File: src/rtl/cnn_pkg.sv
// Shared types for the CNN convolution blocks: FSM state encoding and result-width helper.
package cnn_pkg;

  typedef enum logic [2:0] {
    S_IDLE    = 3'd0,
    S_FETCH   = 3'd1,
    S_DRAIN   = 3'd2,
    S_COMPUTE = 3'd3,
    S_OUTPUT  = 3'd4,
    S_DONE    = 3'd5
  } state_t;

  // Product of two DATA_WIDTH values plus growth for K*K accumulations.
  function automatic int res_w(input int data_width, input int kernel_size);
    return 2 * data_width + $clog2(kernel_size * kernel_size);
  endfunction

endpackage

File: src/rtl/conv_ctrl_mac.sv
// Combinational KxK multiply-accumulate: unsigned pixels times signed weights, full-width signed sum.
module mac import cnn_pkg::*; #(
  parameter int KERNEL_SIZE = 3,
  parameter int DATA_WIDTH  = 8,
  localparam int RES_W      = res_w(DATA_WIDTH, KERNEL_SIZE)
) (
  input  logic        [DATA_WIDTH-1:0] i_window [KERNEL_SIZE][KERNEL_SIZE],
  input  logic signed [DATA_WIDTH-1:0] i_kernel [KERNEL_SIZE][KERNEL_SIZE],
  output logic signed [RES_W-1:0]      o_sum
);

  // Pixels zero-extend, weights sign-extend; the true sum always fits RES_W.
  always_comb begin
    o_sum = '0;
    for (int y = 0; y < KERNEL_SIZE; y++) begin
      for (int x = 0; x < KERNEL_SIZE; x++) begin
        o_sum = o_sum
              + $signed({{(RES_W-DATA_WIDTH){1'b0}}, i_window[y][x]})
              * $signed({{(RES_W-DATA_WIDTH){i_kernel[y][x][DATA_WIDTH-1]}}, i_kernel[y][x]});
      end
    end
  end

endmodule

File: src/rtl/conv_ctrl.sv
// Convolution controller: fetches each KxK window from feature memory, MACs it, streams results.
// Optional macro CONV_CTRL_RELU_EN clamps negative results to zero.
module conv_ctrl import cnn_pkg::*; #(
  parameter int KERNEL_SIZE = 3,
  parameter int DATA_WIDTH  = 8,
  parameter int IMG_W       = 8,
  parameter int IMG_H       = 8,
  localparam int RES_W      = res_w(DATA_WIDTH, KERNEL_SIZE),
  localparam int AW         = $clog2(IMG_W * IMG_H),
  localparam int RW         = $clog2(IMG_H),
  localparam int CW         = $clog2(IMG_W)
) (
  input  logic                         clk,
  input  logic                         rst,
  input  logic                         start,
  input  logic signed [DATA_WIDTH-1:0] kernel [KERNEL_SIZE][KERNEL_SIZE],
  output logic                         fm_rd_en,
  output logic        [AW-1:0]         fm_addr,
  input  logic        [DATA_WIDTH-1:0] fm_rdata,
  output logic                         out_valid,
  input  logic                         out_ready,
  output logic signed [RES_W-1:0]      out_data,
  output logic        [RW-1:0]         out_row,
  output logic        [CW-1:0]         out_col,
  output logic                         busy,
  output logic                         done,
  output state_t                       o_dbg_state
);

  localparam int KW = $clog2(KERNEL_SIZE);
  localparam int KL = KERNEL_SIZE - 1;

  if (KERNEL_SIZE != 3 && KERNEL_SIZE != 5) begin : g_bad_kernel
    $error("conv_ctrl: KERNEL_SIZE must be 3 or 5");
  end
  if (IMG_W < KERNEL_SIZE) begin : g_bad_width
    $error("conv_ctrl: IMG_W must be >= KERNEL_SIZE");
  end
  if (IMG_H < KERNEL_SIZE) begin : g_bad_height
    $error("conv_ctrl: IMG_H must be >= KERNEL_SIZE");
  end

  state_t                  r_state, w_next;
  logic [RW-1:0]           r_row, r_out_row;
  logic [CW-1:0]           r_col, r_out_col;
  logic [KW-1:0]           r_ky, r_kx, r_wr_ky, r_wr_kx;
  logic                    r_wr_en;
  logic [DATA_WIDTH-1:0]   r_window [KERNEL_SIZE][KERNEL_SIZE];
  logic signed [RES_W-1:0] r_out_data, w_sum;
  logic                    w_fetch_last, w_last_col, w_last_row;

  assign w_fetch_last = (r_ky == KW'(KL)) && (r_kx == KW'(KL));
  assign w_last_col   = (r_col == CW'(IMG_W - KERNEL_SIZE));
  assign w_last_row   = (r_row == RW'(IMG_H - KERNEL_SIZE));

  assign out_data    = r_out_data;
  assign out_row     = r_out_row;
  assign out_col     = r_out_col;
  assign o_dbg_state = r_state;

  // Handshake: a result transfers on a rising edge where out_valid and out_ready are both 1;
  // out_valid stays high and the result stays frozen until then.
  always_comb begin
    w_next    = r_state;
    fm_rd_en  = 1'b0;
    fm_addr   = '0;
    out_valid = 1'b0;
    busy      = 1'b1;
    done      = 1'b0;
    case (r_state)
      S_IDLE: begin
        busy = 1'b0;
        if (start) w_next = S_FETCH;
      end
      S_FETCH: begin
        fm_rd_en = 1'b1;
        fm_addr  = AW'((32'(r_row) + 32'(r_ky)) * IMG_W + 32'(r_col) + 32'(r_kx));
        if (w_fetch_last) w_next = S_DRAIN;
      end
      S_DRAIN:   w_next = S_COMPUTE;
      S_COMPUTE: w_next = S_OUTPUT;
      S_OUTPUT: begin
        out_valid = 1'b1;
        if (out_ready) w_next = (w_last_col && w_last_row) ? S_DONE : S_FETCH;
      end
      S_DONE: begin
        done   = 1'b1;
        w_next = S_IDLE;
      end
      default: w_next = S_IDLE;
    endcase
  end

  always_ff @(posedge clk) begin
    if (rst) begin
      r_state    <= S_IDLE;
      r_row      <= '0;
      r_col      <= '0;
      r_ky       <= '0;
      r_kx       <= '0;
      r_wr_ky    <= '0;
      r_wr_kx    <= '0;
      r_wr_en    <= 1'b0;
      r_out_data <= '0;
      r_out_row  <= '0;
      r_out_col  <= '0;
      for (int y = 0; y < KERNEL_SIZE; y++) begin
        for (int x = 0; x < KERNEL_SIZE; x++) begin
          r_window[y][x] <= '0;
        end
      end
    end else begin
      r_state <= w_next;
      // Read data returns one cycle later, so the write pointer trails the fetch pointer.
      r_wr_en <= (r_state == S_FETCH);
      r_wr_ky <= r_ky;
      r_wr_kx <= r_kx;
      if (r_wr_en) r_window[r_wr_ky][r_wr_kx] <= fm_rdata;

      case (r_state)
        S_IDLE: begin
          if (start) begin
            r_row <= '0;
            r_col <= '0;
            r_ky  <= '0;
            r_kx  <= '0;
          end
        end
        S_FETCH: begin
          if (r_kx == KW'(KL)) begin
            r_kx <= '0;
            r_ky <= (r_ky == KW'(KL)) ? '0 : r_ky + KW'(1);
          end else begin
            r_kx <= r_kx + KW'(1);
          end
        end
        S_COMPUTE: begin
`ifdef CONV_CTRL_RELU_EN
          r_out_data <= w_sum[RES_W-1] ? '0 : w_sum;
`else
          r_out_data <= w_sum;
`endif
          r_out_row <= r_row;
          r_out_col <= r_col;
        end
        S_OUTPUT: begin
          if (out_ready) begin
            if (w_last_col && w_last_row) begin
              r_row <= '0;
              r_col <= '0;
            end else if (w_last_col) begin
              r_col <= '0;
              r_row <= r_row + RW'(1);
            end else begin
              r_col <= r_col + CW'(1);
            end
          end
        end
        default: ;
      endcase
    end
  end

  mac #(
    .KERNEL_SIZE (KERNEL_SIZE),
    .DATA_WIDTH  (DATA_WIDTH)
  ) u_mac (
    .i_window (r_window),
    .i_kernel (kernel),
    .o_sum    (w_sum)
  );

endmodule
File: config.mk
export PLATFORM = sky130hd
export DESIGN_NAME = conv_ctrl
export DESIGN_NICKNAME = d
export VERILOG_FILES = /design/src/rtl/cnn_pkg.sv /design/src/rtl/conv_ctrl_mac.sv /design/src/rtl/conv_ctrl.sv
export SDC_FILE = /design/constraint.sdc
export NUM_CORES = 2
export LEC_CHECK = 0
export ABC_AREA = 1
export BUFFER_PORTS_ARGS = -buffer_cell sky130_fd_sc_hd__buf_2
export CAP_MARGIN = 20
export CORE_MARGIN = 2
export CORE_UTILIZATION = 25
export DETAILED_ROUTE_END_ITERATION = 16
export PLACE_DENSITY = 0.41
export SYNTH_ARGS = -nofsm -noshare
export SYNTH_HDL_FRONTEND = slang
export SYNTH_SLANG_ARGS = --single-unit
export TNS_END_PERCENT = 100
File: constraint.sdc
create_clock -name clk -period 7.9 [get_ports clk]
set_clock_uncertainty 0.15 [all_clocks]
set_input_delay 0 -clock clk [delete_from_list [all_inputs] [get_ports clk]]
set_output_delay 0 -clock clk [all_outputs]
set_load 0.05 [all_outputs]
=== Yosys cells after proc, flatten, opt, wreduce, memory -nomap -nowiden ===
Cells that the tools add are included.

* Bits in registers: 116
* Bits in latches: 0
* Bits in writable memories: 0
* ROM bits: 0
* Input port bits: 84
* Logic and storage cells: 106
* Memories kept: 0

* Add/sub/neg operators: 15
* Multipliers: 9
* Divide/modulo/power cells: 0
* Order comparisons: 4
* Equality and inequality tests: 14
* Shifts and indexed selects: 0
* Mux-type cells: 30
* Bitwise operators: 2
* Reductions and logical operators: 12

{| class="wikitable"
|+ Operator list
! kind !! number
|-
| adder 20 bit || 8
|-
| multiplier 9 x 8 -> 17 bit || 9
|-
| bitwise mux 72 bit || 1
|-
| demux 24 bit (select 2 bit) || 1
|-
| two-way mux 3 bit || 11
|-
| two-way mux 24 bit || 1
|-
| demux 8 bit (select 2 bit) || 1
|-
| case mux 3 bit (5 select lines) || 1
|-
| equality test 3 bit, second input constant || 4
|-
| case mux 3 bit (2 select lines) || 2
|-
| AND reduction 3 bit || 3
|-
| two-way mux 2 bit || 4
|-
| two-way mux 8 bit || 1
|-
| inequality test 2 bit, second input constant || 4
|-
| case mux 2 bit (2 select lines) || 2
|-
| adder 3 x 1 -> 3 bit, second input constant || 2
|-
| adder 6 x 2 -> 6 bit || 1
|-
| adder 6 x 3 -> 6 bit || 1
|-
| equality test 3 x 2 -> 1 bit, second input constant || 2
|-
| greater-or-equal comparator 3 bit, second input constant || 2
|-
| < comparator 3 x 1 -> 1 bit, second input constant || 2
|-
| two-way mux 6 bit || 1
|-
| inverter 2 -> 3 bit || 2
|-
| adder 2 x 1 -> 2 bit, second input constant || 2
|-
| 10 further kinds || 18
|}

=== Depth between registers and ports, before layout ===
* Depth in word-level cells: 9
* Depth in mapped cells: 40

=== Hierarchy ===
A second synthesis with hierarchy kept.

* Cells, all modules: 3406
* Area total of the unflattened synthesis: 27183.6 um2

{| class="wikitable"
|+ By module, submodules not included
! module !! instances !! cells each !! area an instance (um2) !! seq. area each (um2)
|-
| mac || 1 || 2800 || 22646.7 || 0.0
|-
| conv_ctrl || 1 || 606 || 4536.9 || 2322.2
|}

=== Worst setup path after synthesis ===
OpenSTA, ideal clock, no wires.

* Path type: flip-flop to flip-flop
* Start point: register r_window[32] in the netlist's numbering
* End point: register r_out_data[19] (netlist: out_data[19])
* Library setup time: 0.118 ns
* Arrival: 6.850 ns
* Data required time: 7.632 ns
* Slack: 0.782 ns
* Cell stages (with the launch flop): 32
* Path buffers: 1
* Path through: dfxtp_1 clkbuf_1 or2_2 fa_1 fa_1 inv_1 fa_1 inv_1 fa_1 inv_1 ha_1 a21oi_1 nand2_1 a21oi_1 o21ai_0 xor2_1 fa_1 fa_1 inv_1 fa_1 inv_1 fa_1 inv_1 ha_1 nand2_1 nor2_1 and2_1 nand2_1 nand3_1 nand2_1 nor2_1 nor2_1

* Longest elaborated chain between the ends: 6

{| class="wikitable"
|+ RTL lines
! element !! RTL line !! text
|-
| start: declaration || conv_ctrl.sv:48 || <nowiki>logic [DATA_WIDTH-1:0] r_window [KERNEL_SIZE][KERNEL_SIZE];</nowiki>
|-
| start signal: indexed assignment || conv_ctrl.sv:118 || <nowiki>if (r_wr_en) r_window[r_wr_ky][r_wr_kx] <= fm_rdata;</nowiki>
|-
| multiplier 9 x 8 -> 17 bit || conv_ctrl_mac.sv:19 || <nowiki>* $signed({{(RES_W-DATA_WIDTH){i_kernel[y][x][DATA_WIDTH-1]}}, i_kernel[y][x]});</nowiki>
|-
| adder 20 bit (5 in a row) || conv_ctrl_mac.sv:18 || <nowiki>+ $signed({{(RES_W-DATA_WIDTH){1'b0}}, i_window[y][x]})</nowiki>
|-
| end signal: assignment || conv_ctrl.sv:141 || <nowiki>r_out_data <= w_sum;</nowiki>
|-
| end: declaration || conv_ctrl.sv:49 || <nowiki>logic signed [RES_W-1:0] r_out_data, w_sum;</nowiki>
|}

No other way between the ends.
A chain may end at the register's enable or synchronous reset.

=== Worst setup path in the final report ===
* Start point: register r_window[13] in the netlist's numbering
* End point: register r_out_data[18] (netlist: out_data[18])

* Longest elaborated chain between the ends: 3

{| class="wikitable"
|+ RTL lines
! element !! RTL line
|-
| multiplier 9 x 8 -> 17 bit || conv_ctrl_mac.sv:19
|-
| adder 20 bit (2 in a row) || conv_ctrl_mac.sv:18
|}

No other way between the ends.

==> run summary <==
WL met3 = 2990 microns
Final Cell Area = 0.0321 sq mm
Synth Instances = 3857
EDFF count, synth = 0
Initial antenna violation count = 10
Power per standard cell area = 189 mW/mm^2
Post-synth top cells = inv_1, nand2_1, fa_1, ha_1, nor2_1
Overflow left after global routing = 0
Critical path's top delay family = adder cells
Synthesized net count = 4809
Io pins = 123
Most frequent CP cell = fa_1
Wire length after detailed routing = 87700 microns
Antenna Nets Post-Route = 0
Worst-Margin Slew = 922 ps
Hold Fails Final Rpt = 0
Wire length per cell = 16.1 microns
Final Slew Violations = 0
Mean area per synthesized cell = 7.46 sq um
Ys flop type = dfxtp_1
Delay of the slowest critical-path stage = 570 ps
Die Wd = 343 microns
Clock latency on the worst-skew pair = 510 ps
Core ar. = 0.114 sq mm
Slowest-stage cell, CP = fa_2
Critical path fanouts, max = 6
Netlist cell types = 35
Final setup vio count = 0
Lkg Pwr = 19.2 nW
Cells after DPL = 5395
Warnings, synthesis = 0
First-pass GRT wire length = 141000 microns
Htree depth = 4
CTS buffer count = 17
# clock sinks = 116
Final Critical Period = 7580 ps
Top routing layer in use = met5
CTS tree = done
Vias in the first global route = 23814
Seq cells post-synth = 116
Count leader, synth = inv_1
Crit share post-route = 0.959
Hold Slack = 245 ps
CTS Buffer Depth = 2
Clock root buffer = clkbuf_16
Layout Nets = 4870
Syn Std Cell Area = 0.0288 sq mm
CP Class = register to register
GR Util All Layers = 0.157
Die area = 0.118 sq mm
Die H = 343 microns
Worst path required time = 8160 ps
Total Power = 6.06 mW
Port-buffer cells = 122
Sequential share of the synthesized area = 0.0807
HPWL after DPL = 74200 microns
Tightest Hold Check Type = input port to register
Max_cap viols = 0
Reg clk slew, reported paths = 80 ps
Layout area overhead = 11.6%
Ys async rst share = 0
RSZ-0062 raised after global routing = true
WL met2 = 41200 microns
Worst path buffer plus inverter count = 7
DR DRC count = 0
Layout Utilization = 0.281
Peak Freq = 132 MHz
Metal-1 WL = 42500 microns
Drt first pass iters = 5
VDD IR max = 477 uV
Status = complete, no violations
Post-Layout Cell Count = 5447
Share of layout cells above drive strength 1 = 0.0860
Final RePlAce weighted congestion = 0.822
Arr. time, crit path = 7840 ps
Vias = 22542
Worst Setup End Kind = register
Largest net degree at the start of global routing = 59
Initial Util = 0.252
Relative slew slack = 0.384
Post-DR vias/cell = 4.14
1st-iter DRT viols = 1011
Flop2flop setup slack = 320 ps
Rows = 124
Area fraction of the dominant cell type after synthesis = 0.317
CP Launch Type = register
Dominant cell type by area after synthesis = fa_1
Post-Place Cell Area = 0.0312 sq mm
Synth area leaders = fa_1, ha_1, inv_1, nand2_1, dfxtp_1
==> cells by family (layout without fill, tap and decap cells) <==
| logic type | after synthesis | after routing | share of synthesized area |
|---|---|---|---|
| XOR/XNOR | 116 | 116 | 0.0353 |
| AND/OR/NAND/NOR | 1104 | 1104 | 0.153 |
| buffers and inverters | 1304 | 1378 | 0.170 |
| flip-flops | 116 | 116 | 0.0807 |
| AO/OA/AOI/OAI | 349 | 349 | 0.0644 |
| other | 0 | 4 | 0 |
| adder cells (fa/ha/maj) | 868 | 868 | 0.497 |
==> report_power, final <==
part | total [mW] | switching, mW | internal [mW]
clock | 0.850 | 0.422 | 0.427
sequential | 0.625 | 0.0218 | 0.603
combinational | 4.59 | 2.95 | 1.64
total | 6.06 | 3.39 | 2.67
==> metrics by stage <==
stage	setup slack (ps)	setup TNS [ps]
2_1_floorplan	782	0
4_1_cts	139	0
3_3_place_gp	154	0
6_report	325	0
5_1_grt	-32.5	-64.7
3_5_place_dp	182	0
==> final cells by class <==
type	instances	area, sq um
clock buffers	17	425
diodes	4	10.0
multi-input cells	2437	21700
clock inverters	15	184
flip-flops and latches	116	2370
fillers	12754	82100
well taps	1512	1890
inverters	1142	4290
repair buffers	204	1260
==> worst paths after layout <==
check | start | endpoint | cells past startpoint
hold reg to reg | r_window[64] | r_window[64] | 2
setup reg to reg | r_window[13] | out_data[18] | 30
setup / recovery | r_window[13] | out_data[18] | 30
hold / removal | start | r_col[2] | 5
==> state kept, by name, indices dropped and copies added, names as in the netlist <==
name / flops
out_row: 3
out_data: 20
r_row: 3
r_wr_en: 1
r_window: 72
r_col: 3
r_wr_ky: 2
r_kx: 2
out_col: 3
o_dbg_state: 3
r_ky: 2
r_wr_kx: 2
==> per-layer routing <==
metal,up-vias,global-route usage
li1,11330,-
met1,10875,0.218
met2,285,0.263
met3,50,0.0189
met4,2,0.0284
met5,-,0
==> layout by cell type, fill, tap and decap left out, types with 5 or more instances in the layout <==
master         netlist  routed
a211oi_1             5       5
a21o_1              12      12
a21oi_1            156     143
a21oi_2              0      12
buf_2                5     122
buf_4                0      70
clkbuf_16            0      17
clkinv_1             5       5
clkinv_8             0       5
dfxtp_1            116      77
dfxtp_2              0      39
dlygate4sd3_1        0      12
fa_1               456     452
ha_1               412     406
inv_1             1132    1131
inv_2                5       6
inv_8                0       6
nand2_1            700     699
nand3_1             51      50
nand4_1             14      14
nor2_1             278     278
nor3_1              17      17
o211ai_1             6       6
o21ai_0            146     137
o21ai_1              4      11
o21bai_1            12      11
or2_2               33      33
xnor2_1             42      42
xor2_1              74      71
==> tightest hold or removal path, cell delays in order <==
cell and delay, ps:
dlygate4sd3_1 520, buf_2 110, nand2_1 100, nand2_1 90
a211oi_1 50
==> repair_timing <==
action	CTS	global route
hold endpoints to repair	71	0
hold buffers	12	0
setup endpoints to repair	0	10
gates resized for setup	0	80
buffers inserted	0	4
Power figures use the tool's default switching activity.
